[config.mk]
export PLATFORM = sky130hd
export DESIGN_NAME = alu_seq_flat
export DESIGN_NICKNAME = d
export VERILOG_FILES = /design/src/rtl/alu_seq_if.sv /design/src/rtl/alu_seq.sv /design/src/flat_wrapper.sv
export SDC_FILE = /design/constraint.sdc
export NUM_CORES = 1
export LEC_CHECK = 0
export CORE_ASPECT_RATIO = 1.25
export CORE_MARGIN = 2
export CORE_UTILIZATION = 35
export CTS_BUF_LIST = sky130_fd_sc_hd__clkbuf_2 sky130_fd_sc_hd__clkbuf_4 sky130_fd_sc_hd__clkbuf_8
export CTS_CLUSTER_DIAMETER = 100
export DETAILED_ROUTE_END_ITERATION = 8
export GPL_ROUTABILITY_DRIVEN = 0
export HOLD_SLACK_MARGIN = 0.15
export PLACE_DENSITY_LB_ADDON = 0.08
export SLEW_MARGIN = 20
export SYNTH_ARGS = -nofsm -noshare
export SYNTH_HDL_FRONTEND = slang
export SYNTH_SLANG_ARGS = --single-unit
[constraint.sdc]
create_clock -name CLK -period 6.59 [get_ports CLK]
set_input_delay 0.9885 -clock CLK [delete_from_list [all_inputs] [get_ports CLK]]
set_output_delay 0.9885 -clock CLK [all_outputs]
set_load 0.1 [all_outputs]
[src/rtl/alu_seq_if.sv]
// Opcode package and request/response bundle for the sequential ALU.
// The requester uses the master modport and the ALU uses the slave modport.
package cpu_types_pkg;
   typedef logic [3:0] aluop_t;
   localparam aluop_t ALU_SLL  = 4'b0000;
   localparam aluop_t ALU_SRL  = 4'b0001;
   localparam aluop_t ALU_ADD  = 4'b0010;
   localparam aluop_t ALU_SUB  = 4'b0011;
   localparam aluop_t ALU_AND  = 4'b0100;
   localparam aluop_t ALU_OR   = 4'b0101;
   localparam aluop_t ALU_XOR  = 4'b0110;
   localparam aluop_t ALU_NOR  = 4'b0111;
   localparam aluop_t ALU_MUL  = 4'b1000;
   localparam aluop_t ALU_MULU = 4'b1001;
   localparam aluop_t ALU_SLT  = 4'b1010;
   localparam aluop_t ALU_SLTU = 4'b1011;
   localparam aluop_t ALU_DIV  = 4'b1100;
   localparam aluop_t ALU_DIVU = 4'b1101;
endpackage

interface alu_seq_if #(parameter int WIDTH = 32);
   logic                  op_valid;
   logic                  op_ready;
   cpu_types_pkg::aluop_t alu_op;
   logic [WIDTH-1:0]      port_a;
   logic [WIDTH-1:0]      port_b;
   logic                  result_valid;
   logic [WIDTH-1:0]      result;
   logic [WIDTH-1:0]      result_hi;
   logic                  negative;
   logic                  zero;
   logic                  overflow;
   logic                  div_by_zero;

   modport master (
      output op_valid, alu_op, port_a, port_b,
      input  op_ready, result_valid, result, result_hi,
             negative, zero, overflow, div_by_zero
   );

   modport slave (
      input  op_valid, alu_op, port_a, port_b,
      output op_ready, result_valid, result, result_hi,
             negative, zero, overflow, div_by_zero
   );
endinterface

[src/rtl/alu_seq.sv]
// Execute-stage ALU: registered single-cycle ops plus iterative shift-add
// multiply and restoring divide, stalling the requester via op_ready.
module alu_seq
   import cpu_types_pkg::*;
#(
   parameter int WIDTH = 32,
   parameter int SHW   = $clog2(WIDTH)
) (
   input logic      CLK,
   input logic      RST,
   alu_seq_if.slave bus
);
   localparam int M = WIDTH - 1;
   localparam logic [1:0] S_IDLE = 2'd0;
   localparam logic [1:0] S_MUL  = 2'd1;
   localparam logic [1:0] S_DIV  = 2'd2;

   logic [1:0]       state;
   logic [SHW-1:0]   cnt;
   logic [WIDTH-1:0] opnd;       // multiplicand or divisor magnitude
   logic [WIDTH-1:0] acc_hi;     // partial product high / partial remainder
   logic [WIDTH-1:0] acc_lo;     // multiplier / dividend shifting into quotient
   logic             neg_lo, neg_hi, mul_sgn, div_ovf;

   aluop_t           op;
   logic [WIDTH-1:0] a, b;
   logic             fire, is_mul, is_div, is_sgn, go_mul, go_div;
   logic [WIDTH-1:0] abs_a, abs_b;

   assign op = bus.alu_op;
   assign a  = bus.port_a;
   assign b  = bus.port_b;

   assign bus.op_ready = (state == S_IDLE);
   assign fire   = bus.op_valid && (state == S_IDLE);
   assign is_mul = (op == ALU_MUL) || (op == ALU_MULU);
   assign is_div = (op == ALU_DIV) || (op == ALU_DIVU);
   assign is_sgn = (op == ALU_MUL) || (op == ALU_DIV);
   assign go_mul = fire && is_mul;
   // A zero divisor never enters DIV; it resolves as a single-cycle op.
   assign go_div = fire && is_div && (b != '0);
   assign abs_a  = (is_sgn && a[M]) ? -a : a;
   assign abs_b  = (is_sgn && b[M]) ? -b : b;

   // Single-cycle results
   logic [WIDTH-1:0] sum, diff, sc_res, sc_hi;
   logic             sc_ovf, sc_dbz;

   assign sum  = a + b;
   assign diff = a - b;

   always_comb begin
      sc_res = '0;
      sc_hi  = '0;
      sc_ovf = 1'b0;
      sc_dbz = 1'b0;
      case (op)
         ALU_SLL:  sc_res = b << a[SHW-1:0];
         ALU_SRL:  sc_res = b >> a[SHW-1:0];
         ALU_ADD: begin
            sc_res = sum;
            sc_ovf = (a[M] == b[M]) && (sum[M] != a[M]);
         end
         ALU_SUB: begin
            sc_res = diff;
            sc_ovf = (a[M] != b[M]) && (diff[M] != a[M]);
         end
         ALU_AND:  sc_res = a & b;
         ALU_OR:   sc_res = a | b;
         ALU_XOR:  sc_res = a ^ b;
         ALU_NOR:  sc_res = ~(a | b);
         ALU_SLT:  sc_res = WIDTH'($signed(a) < $signed(b));
         ALU_SLTU: sc_res = WIDTH'(a < b);
         ALU_DIV, ALU_DIVU: begin
            sc_res = '1;
            sc_hi  = a;
            sc_dbz = 1'b1;
         end
         default: ;
      endcase
   end

   // One shift-add multiply step
   logic [WIDTH:0]   mul_sum;
   logic [WIDTH-1:0] mul_hi_nx, mul_lo_nx;

   assign mul_sum   = {1'b0, acc_hi} + (acc_lo[0] ? {1'b0, opnd} : '0);
   assign mul_hi_nx = mul_sum[WIDTH:1];
   assign mul_lo_nx = {mul_sum[0], acc_lo[M:1]};

   // One restoring divide step; trial MSB set means the subtraction underflowed
   logic [WIDTH:0]   div_shift, div_trial;
   logic             div_ge;
   logic [WIDTH-1:0] div_hi_nx, div_lo_nx;

   assign div_shift = {acc_hi, acc_lo[M]};
   assign div_trial = div_shift - {1'b0, opnd};
   assign div_ge    = !div_trial[WIDTH];
   assign div_hi_nx = div_ge ? div_trial[M:0] : div_shift[M:0];
   assign div_lo_nx = {acc_lo[M-1:0], div_ge};

   // Sign fix-up of the final magnitudes
   logic [2*WIDTH-1:0] prod, prod_f;
   logic [WIDTH-1:0]   quo_f, rem_f, prod_hi, prod_lo;

   assign prod    = {mul_hi_nx, mul_lo_nx};
   assign prod_f  = neg_lo ? -prod : prod;
   assign prod_hi = prod_f[2*WIDTH-1:WIDTH];
   assign prod_lo = prod_f[M:0];
   assign quo_f   = neg_lo ? -div_lo_nx : div_lo_nx;
   assign rem_f   = neg_hi ? -div_hi_nx : div_hi_nx;

   logic             out_load, out_ovf, out_dbz;
   logic [WIDTH-1:0] out_res, out_hi;

   always_comb begin
      out_load = 1'b0;
      out_res  = sc_res;
      out_hi   = sc_hi;
      out_ovf  = sc_ovf;
      out_dbz  = sc_dbz;
      if (state == S_IDLE) begin
         out_load = fire && !go_mul && !go_div;
      end else if (&cnt) begin
         out_load = 1'b1;
         out_dbz  = 1'b0;
         if (state == S_MUL) begin
            out_res = prod_lo;
            out_hi  = prod_hi;
            out_ovf = mul_sgn ? (prod_hi != {WIDTH{prod_lo[M]}}) : (prod_hi != '0);
         end else begin
            out_res = quo_f;
            out_hi  = rem_f;
            out_ovf = div_ovf;
         end
      end
   end

   always_ff @(posedge CLK) begin
      if (RST) begin
         state   <= S_IDLE;
         cnt     <= '0;
         opnd    <= '0;
         acc_hi  <= '0;
         acc_lo  <= '0;
         neg_lo  <= 1'b0;
         neg_hi  <= 1'b0;
         mul_sgn <= 1'b0;
         div_ovf <= 1'b0;
      end else begin
         case (state)
            S_IDLE: begin
               if (go_mul || go_div) begin
                  state   <= go_mul ? S_MUL : S_DIV;
                  cnt     <= '0;
                  acc_hi  <= '0;
                  opnd    <= go_mul ? abs_a : abs_b;
                  acc_lo  <= go_mul ? abs_b : abs_a;
                  neg_lo  <= is_sgn && (a[M] ^ b[M]);
                  neg_hi  <= is_sgn && a[M];
                  mul_sgn <= is_sgn;
                  div_ovf <= (op == ALU_DIV) && (a == {1'b1, {M{1'b0}}}) && (b == '1);
               end
            end
            S_MUL: begin
               acc_hi <= mul_hi_nx;
               acc_lo <= mul_lo_nx;
               cnt    <= cnt + SHW'(1);
               if (&cnt) state <= S_IDLE;
            end
            S_DIV: begin
               acc_hi <= div_hi_nx;
               acc_lo <= div_lo_nx;
               cnt    <= cnt + SHW'(1);
               if (&cnt) state <= S_IDLE;
            end
            default: state <= S_IDLE;
         endcase
      end
   end

   always_ff @(posedge CLK) begin
      if (RST) begin
         bus.result_valid <= 1'b0;
         bus.result       <= '0;
         bus.result_hi    <= '0;
         bus.negative     <= 1'b0;
         bus.zero         <= 1'b1;
         bus.overflow     <= 1'b0;
         bus.div_by_zero  <= 1'b0;
      end else begin
         bus.result_valid <= out_load;
         if (out_load) begin
            bus.result      <= out_res;
            bus.result_hi   <= out_hi;
            bus.negative    <= out_res[M];
            bus.zero        <= (out_res == '0);
            bus.overflow    <= out_ovf;
            bus.div_by_zero <= out_dbz;
         end
      end
   end
endmodule
[src/flat_wrapper.sv]
// flat-port wrapper written by rule: the top's interface ports become plain ports
module alu_seq_flat import cpu_types_pkg::*;
#(
   parameter int WIDTH = 32,
   parameter int SHW   = $clog2(WIDTH)
)
  (CLK, RST, bus_op_valid, bus_alu_op, bus_port_a, bus_port_b, bus_op_ready, bus_result_valid, bus_result, bus_result_hi, bus_negative, bus_zero, bus_overflow, bus_div_by_zero);
  alu_seq_if #(.WIDTH(WIDTH)) bus_i ();
  input logic CLK;
  input logic RST;
  input wire logic [$bits(bus_i.op_valid)-1:0] bus_op_valid;
  input wire logic [$bits(bus_i.alu_op)-1:0] bus_alu_op;
  input wire logic [$bits(bus_i.port_a)-1:0] bus_port_a;
  input wire logic [$bits(bus_i.port_b)-1:0] bus_port_b;
  output wire logic [$bits(bus_i.op_ready)-1:0] bus_op_ready;
  output wire logic [$bits(bus_i.result_valid)-1:0] bus_result_valid;
  output wire logic [$bits(bus_i.result)-1:0] bus_result;
  output wire logic [$bits(bus_i.result_hi)-1:0] bus_result_hi;
  output wire logic [$bits(bus_i.negative)-1:0] bus_negative;
  output wire logic [$bits(bus_i.zero)-1:0] bus_zero;
  output wire logic [$bits(bus_i.overflow)-1:0] bus_overflow;
  output wire logic [$bits(bus_i.div_by_zero)-1:0] bus_div_by_zero;
  assign bus_i.op_valid = bus_op_valid;
  assign bus_i.alu_op = bus_alu_op;
  assign bus_i.port_a = bus_port_a;
  assign bus_i.port_b = bus_port_b;
  assign bus_op_ready = bus_i.op_ready;
  assign bus_result_valid = bus_i.result_valid;
  assign bus_result = bus_i.result;
  assign bus_result_hi = bus_i.result_hi;
  assign bus_negative = bus_i.negative;
  assign bus_zero = bus_i.zero;
  assign bus_overflow = bus_i.overflow;
  assign bus_div_by_zero = bus_i.div_by_zero;
  alu_seq #(.WIDTH(WIDTH), .SHW(SHW)) u_core (.CLK(CLK), .RST(RST), .bus(bus_i));
endmodule
# ---- Yosys cells after proc, flatten, opt, wreduce, memory -nomap -nowiden
# Cells that the tools add are included.
dict set report totals {
  regBits 176
  mem_count 0
  rom_bits 0
  out_inout_bits 70
  mem_bits_rw 0
  latchBits 0
  input_bits 71
}
dict set report op_classes {
  n_eq_ne 24
  n_bitwise 5
  order_cmp 2
  div_mod_pow 0
  muxes 37
  n_reduce_logical 34
  n_addsub 10
  shift 2
  n_mul 0
}
# op count
set ops {}
lappend ops {{$mux W32} 17}
lappend ops {{$pmux W32 S11} 1}
lappend ops {{$pmux W32 S3} 2}
lappend ops {{$neg A32 Y32} 4}
lappend ops {{$eq A32 B32 Y1 const B} 2}
lappend ops {{$lt A32 B32 Y1} 2}
lappend ops {{$mux W64} 1}
lappend ops {{$neg A64 Y64} 1}
lappend ops {{$reduce_bool A32 Y1} 2}
lappend ops {{$add A32 B33 Y33} 1}
lappend ops {{$sub A33 B32 Y33} 1}
lappend ops {{$add A32 B32 Y32} 1}
lappend ops {{$and A32 B32 Y32} 1}
lappend ops {{$logic_not A32 Y1} 1}
lappend ops {{$ne A32 B32 Y1} 1}
lappend ops {{$not A32 Y32} 1}
lappend ops {{$or A32 B32 Y32} 1}
lappend ops {{$shl A32 B5 Y32} 1}
lappend ops {{$shr A32 B5 Y32} 1}
lappend ops {{$sub A32 B32 Y32} 1}
lappend ops {{$xor A32 B32 Y32} 1}
lappend ops {{$eq A4 B4 Y1 const B} 6}
lappend ops {{$eq A4 B3 Y1 const B} 4}
lappend ops {{$logic_and A1 B1 Y1} 13}
lappend ops {{other kinds (24)} 47}

# ---- Longest topological paths before layout
dict set report depth {
  word_depth 9
  ltp_mapped 32
}

# ---- Least setup slack after synthesis
# OpenSTA, ideal clock, no wires.
dict set report synth_timing {
  path_kind {in2reg}
  from {in bus_port_a[2]}
  to {reg u_core.bus.zero}
  path_stages 20
  slack_ns -0.337
  t_arrival_ns 6.840
  setup_time_ns 0.087
  path_cell_list {inv_1 -> clkbuf_1 -> buf_1 -> buf_1 -> clkbuf_1 -> clkbuf_1 -> ha_1 -> clkbuf_1 -> nand2b_1 -> a221o_1 -> a2111o_1 -> a2111oi_0 -> o31ai_1 -> a2111oi_2 -> o31ai_1 -> a31oi_1 -> xnor2_1 -> a221oi_1 -> or4b_1 -> o31ai_1}
}
dict set report synth_via {
  elab_chain_cells 6
  elab_cells_between_ends 14
}
# element line_no
set synth_lines {}
lappend synth_lines {{from (decl)} flat_wrapper.sv:13} ;# input wire logic [$bits(bus_i.port_a)-1:0] bus_port_a;
lappend synth_lines {{branches (longest 2 deep; another with $sub A32 B32 Y32)} n/a}
lappend synth_lines {{$pmux W32 S11 (*)} alu_seq.sv:57} ;# case (op)
lappend synth_lines {{$mux W32} alu_seq.sv:124} ;# end else if (&cnt) begin
lappend synth_lines {{$mux W32 (*)} alu_seq.sv:122} ;# if (state == S_IDLE) begin
lappend synth_lines {{$logic_not A32 Y1 (*)} alu_seq.sv:197} ;# bus.zero <= (out_res == '0);
lappend synth_lines {{to (signal assigned)} alu_seq.sv:197}
lappend synth_lines {{to (decl)} alu_seq_if.sv:44} ;# negative, zero, overflow, div_by_zero
# Mark *: on every way between the ends.
# A chain may end at the register's enable or synchronous reset.

# ---- Worst setup path in the final report
dict set report layout_timing {
  from {reg u_core.acc_lo[31]}
  to {reg u_core.bus.zero}
}
dict set report layout_via {
  elab_chain_cells 8
  elab_cells_between_ends 10
}
# element line_no
set layout_lines {}
lappend layout_lines {{from (decl)} alu_seq.sv:22} ;# logic [WIDTH-1:0] acc_lo;
lappend layout_lines {{from (signal assigned)} alu_seq.sv:158} ;# acc_lo <= go_mul ? abs_b : abs_a;
lappend layout_lines {{from (signal assigned)} alu_seq.sv:167} ;# acc_lo <= mul_lo_nx;
lappend layout_lines {{from (signal assigned)} alu_seq.sv:173} ;# acc_lo <= div_lo_nx;
lappend layout_lines {{$sub A33 B32 Y33} alu_seq.sv:97} ;# assign div_trial = div_shift - {1'b0, opnd};
lappend layout_lines {{$logic_not A1 Y1} alu_seq.sv:98} ;# assign div_ge = !div_trial[WIDTH];
lappend layout_lines {{$neg A32 Y32} alu_seq.sv:110} ;# assign quo_f = neg_lo ? -div_lo_nx : div_lo_nx;
lappend layout_lines {{$mux W32} alu_seq.sv:110}
lappend layout_lines {{$mux W32 (*)} alu_seq.sv:127} ;# if (state == S_MUL) begin
lappend layout_lines {{$mux W32 (*)} alu_seq.sv:124}
lappend layout_lines {{$mux W32 (*)} alu_seq.sv:122}
lappend layout_lines {{$logic_not A32 Y1 (*)} alu_seq.sv:197}
# Every way passes the cells marked *; elsewhere a longest branch is shown, timed or not.

==> results.sh <==
export IMPL_grt_antenna_before_repair=10
export IMPL_status="complete, no violations"
export IMPL_yosys_area_top_type="dfxtp_1"
export IMPL_worstPathArrival_ns=6.66
export IMPL_relSlewSlack_pct=11.56
export IMPL_post_place_ws_ns=0.5686
export IMPL_grt_pass1_vias=31020
export IMPL_grt_max_degree=75
export IMPL_syn_area_um2=27500
export IMPL_cts_buffers=17
export IMPL_worstPathRequired_ns=7.09
export IMPL_min_period_ns=6.160
export IMPL_critPathLaunchType="flip-flop"
export IMPL_dp_final_hpwl_um=117000
export IMPL_drt_iter0_markers=3862
export IMPL_post_dp_cell_area_um2=30390
export IMPL_yosysSeqAreaShare_pct=12.74
export IMPL_worst_slew_pin_slew_ns=1.293
export IMPL_fin_crit_sh_pct=93.48
export IMPL_cts_resized=0
export IMPL_worst_setup_path_type="flip-flop to flip-flop"
export IMPL_fin_hold_ws_ns=0.4699
export IMPL_drv_cap=0
export IMPL_fin_area_um2=30840
export IMPL_start_util_pct=35.44
export IMPL_place_port_buffers=140
export IMPL_syn_avg_cell_area_um2=6.932
export IMPL_nets=4211
export IMPL_hp_class="flip-flop to flip-flop"
export IMPL_syn_inst=3967
export IMPL_post_drt_wl_per_cell_um=30.06
export IMPL_overflow=0
export IMPL_root_buffer="clkbuf_8"
export IMPL_final_cells=5023
export IMPL_hold_viol=0
export IMPL_dp_cells=4989
export IMPL_synthToLayoutAreaGrowth_pct=12.17
export IMPL_synth_enable_flop_cells=0
export IMPL_cts_tree="built"
export IMPL_vias=32560
export IMPL_cts_hold_buf=0
export IMPL_drc=0
export IMPL_crit_path_end_kind="flip-flop"
export IMPL_cts_sinks=175
export IMPL_drive_above_1_share_pct=9.329
export IMPL_die_w_um=254.7
export IMPL_finalSetupViolations=0
export IMPL_die_h_um=317.4
export IMPL_yosys_warnings=0
export IMPL_clock_path_buffers=2
export IMPL_fin_ws_ns=0.4300
export IMPL_synth_seq_cells=175
export IMPL_antenna_left=0
export IMPL_synth_ff_type="dfxtp_1"
export IMPL_htree_levels=4
export IMPL_viasPerCell=6.481
export IMPL_slew_violations=0
export IMPL_tns_ns=0
export IMPL_num_io_pins=141
export IMPL_post_cts_buffers=0
export IMPL_path_clk_slew_ns=0.11
export IMPL_clock_fmax_mhz=162.3
export IMPL_rsz0062_at_grt="false"
export IMPL_ir_drop_mv=0.09858
export IMPL_wl_um=151000
export IMPL_fin_skew_ns=0.03253
export IMPL_synthesis_nets=4214
export IMPL_die_area_um2=80840
export IMPL_synth_area_leaders="dfxtp_1, ha_1, nor2_1"
export IMPL_core_area_um2=77590
export IMPL_synth_top_area_share_pct=12.74
export IMPL_grt_pass1_wl_um=216800
export IMPL_async_flop_share_pct=0
export IMPL_first_pass_iters=6
export IMPL_synth_cell_types=94
export IMPL_cp_max_fo=9
export IMPL_p_leak_nw=11.62
export IMPL_worstSkewPairLatency_ns=0.60
export IMPL_powerDensity_nw_per_um2=149.8
export IMPL_grt_total_usage_pct=36.64
export IMPL_core_rowCount=114
==> layout make-up <==
| type | instances | area [um2] |
|---|---|---|
| Antenna cell | 2 | 5.005 |
| Clock buffer | 19 | 255.2 |
| Clock inverter | 13 | 173.9 |
| Fill cell | 8513 | 46750 |
| Inverter | 172 | 645.6 |
| Multi-Input combinational cell | 3285 | 22220 |
| Sequential cell | 175 | 3505 |
| Tap cell | 1044 | 1306 |
| Timing Repair Buffer | 313 | 2731 |
==> layer usage <==
metal	part of all wire [%]	routed length, um	GRT usage (%)	vias to the layer above
li1	-	-	-	14680
met1	37	56460	42.71	15350
met2	45	67680	58.89	1955
met3	9.0	13560	7.904	551
met4	8.7	13170	27.59	18
met5	0.080	121	0	-
==> cells in the final DEF, fill, tap and decap left out, types with 20 or more instances in the layout <==
cell,count
nor2_1,502
nand2_1,343
a21oi_1,328
o21ai_0,260
xnor2_1,175
dfxtp_1,174
buf_4,171
ha_1,169
inv_1,165
clkdlybuf4s50_1,134
nor3_1,111
a22oi_1,101
a211oi_1,99
nand3_1,84
mux2i_1,80
mux4_2,67
xor2_1,64
o211ai_1,52
a21o_1,49
nand4_1,48
nand2b_1,46
o31ai_1,44
nor4_1,43
a31oi_1,42
o22ai_1,33
or3_1,31
a221oi_1,29
o21a_1,28
and2_1,23
and3_1,21
o21bai_1,20
nor2b_1,20
==> synthesized netlist by cell type, drive strengths merged, types with 12 or more instances <==
cell type and count:
buf 44, a222oi 17, a2111oi 18, o21bai 20, inv 167, a21oi 331, nor4 47, dfxtp 175
a31oi 43, nand2 344, a211oi 102, nand3 85, or2 18, xor2 64, nor3b 12, a22oi 101
ha 172, nand2b 47, nand4 48, o22ai 34, and4 13, or4 18, o21ai 264, nor3 114
o211ai 52, mux4 67, mux2i 80, and2 24, mux2 18, xnor2 175, a22o 15, a21o 49
and3 21, or3 36, o21a 28, a221oi 29, o41ai 13, o311ai 14, nor2 506, o31ai 44
clkbuf 291, nor2b 22
==> critical path: stages (launching register included) <==
cell,delay [ns]
dfxtp_1,0.33
inv_1,0.07
ha_1,0.17
inv_1,0.06
fa_1,0.43
a211oi_1,0.45
nor3_1,0.15
o2111ai_1,0.36
nand2_1,0.20
a32oi_1,0.51
a21oi_1,0.20
nor2_2,0.15
inv_1,0.07
ha_1,0.35
nand2_1,0.15
nand2_1,0.07
xnor2_1,0.15
o211ai_1,0.28
o211ai_1,0.19
a211oi_1,0.55
and4_1,0.30
and3_1,0.17
nand4_1,0.11
nor4_1,0.24
nand4b_1,0.13
o31ai_1,0.20
==> power by group <==
part | internal (W) | switching (W)
clock network | 0.000398 | 0.000508
registers | 0.00111 | 0.0000745
logic | 0.000807 | 0.00172
==> cell families after synthesis <==
kind of cell / after synthesis / share of synthesized area (%)
flip-flops: 175 / 12.74
XOR/XNOR: 239 / 7.613
multiplexers: 165 / 9.137
AND/OR/NAND/NOR: 1390 / 23.71
buffers and inverters: 507 / 7.012
adder cells (fa/ha/maj): 176 / 8.118
AO/OA/AOI/OAI: 1315 / 31.67
==> final timing paths <==
| kind | start | end | slack, ns | cells after the start |
|---|---|---|---|---|
| max | u_core.acc_lo[31]$_SDFFE_PP0P_ | u_core.bus.zero$_SDFFE_PP1P_ | 0.43 | 25 |
| min | u_core.bus.div_by_zero$_SDFFE_PP0P_ | u_core.bus.div_by_zero$_SDFFE_PP0P_ | 0.47 | 1 |
| max reg2reg | u_core.acc_lo[31]$_SDFFE_PP0P_ | u_core.bus.zero$_SDFFE_PP1P_ | 0.43 | 25 |
| min reg2reg | u_core.bus.div_by_zero$_SDFFE_PP0P_ | u_core.bus.div_by_zero$_SDFFE_PP0P_ | 0.47 | 1 |
==> registers in the layout, indices dropped and copies added, names as in the netlist, 2 cells and up <==
register and flops:
u_core.bus.result 31, u_core.opnd 32, u_core.bus.result_hi 32, u_core.state 2, u_core.acc_hi 32, u_core.cnt 5
u_core.acc_lo 32
==> through the flow <==
stage                     power, W  utilization, %
after floorplan           0.002751               -
after global placement    0.003627           39.16
after detailed placement  0.003619           39.16
after CTS                 0.004525           39.71
after global routing      0.004802           39.75
final                     0.004621           39.75
Power figures use the tool's default switching activity.
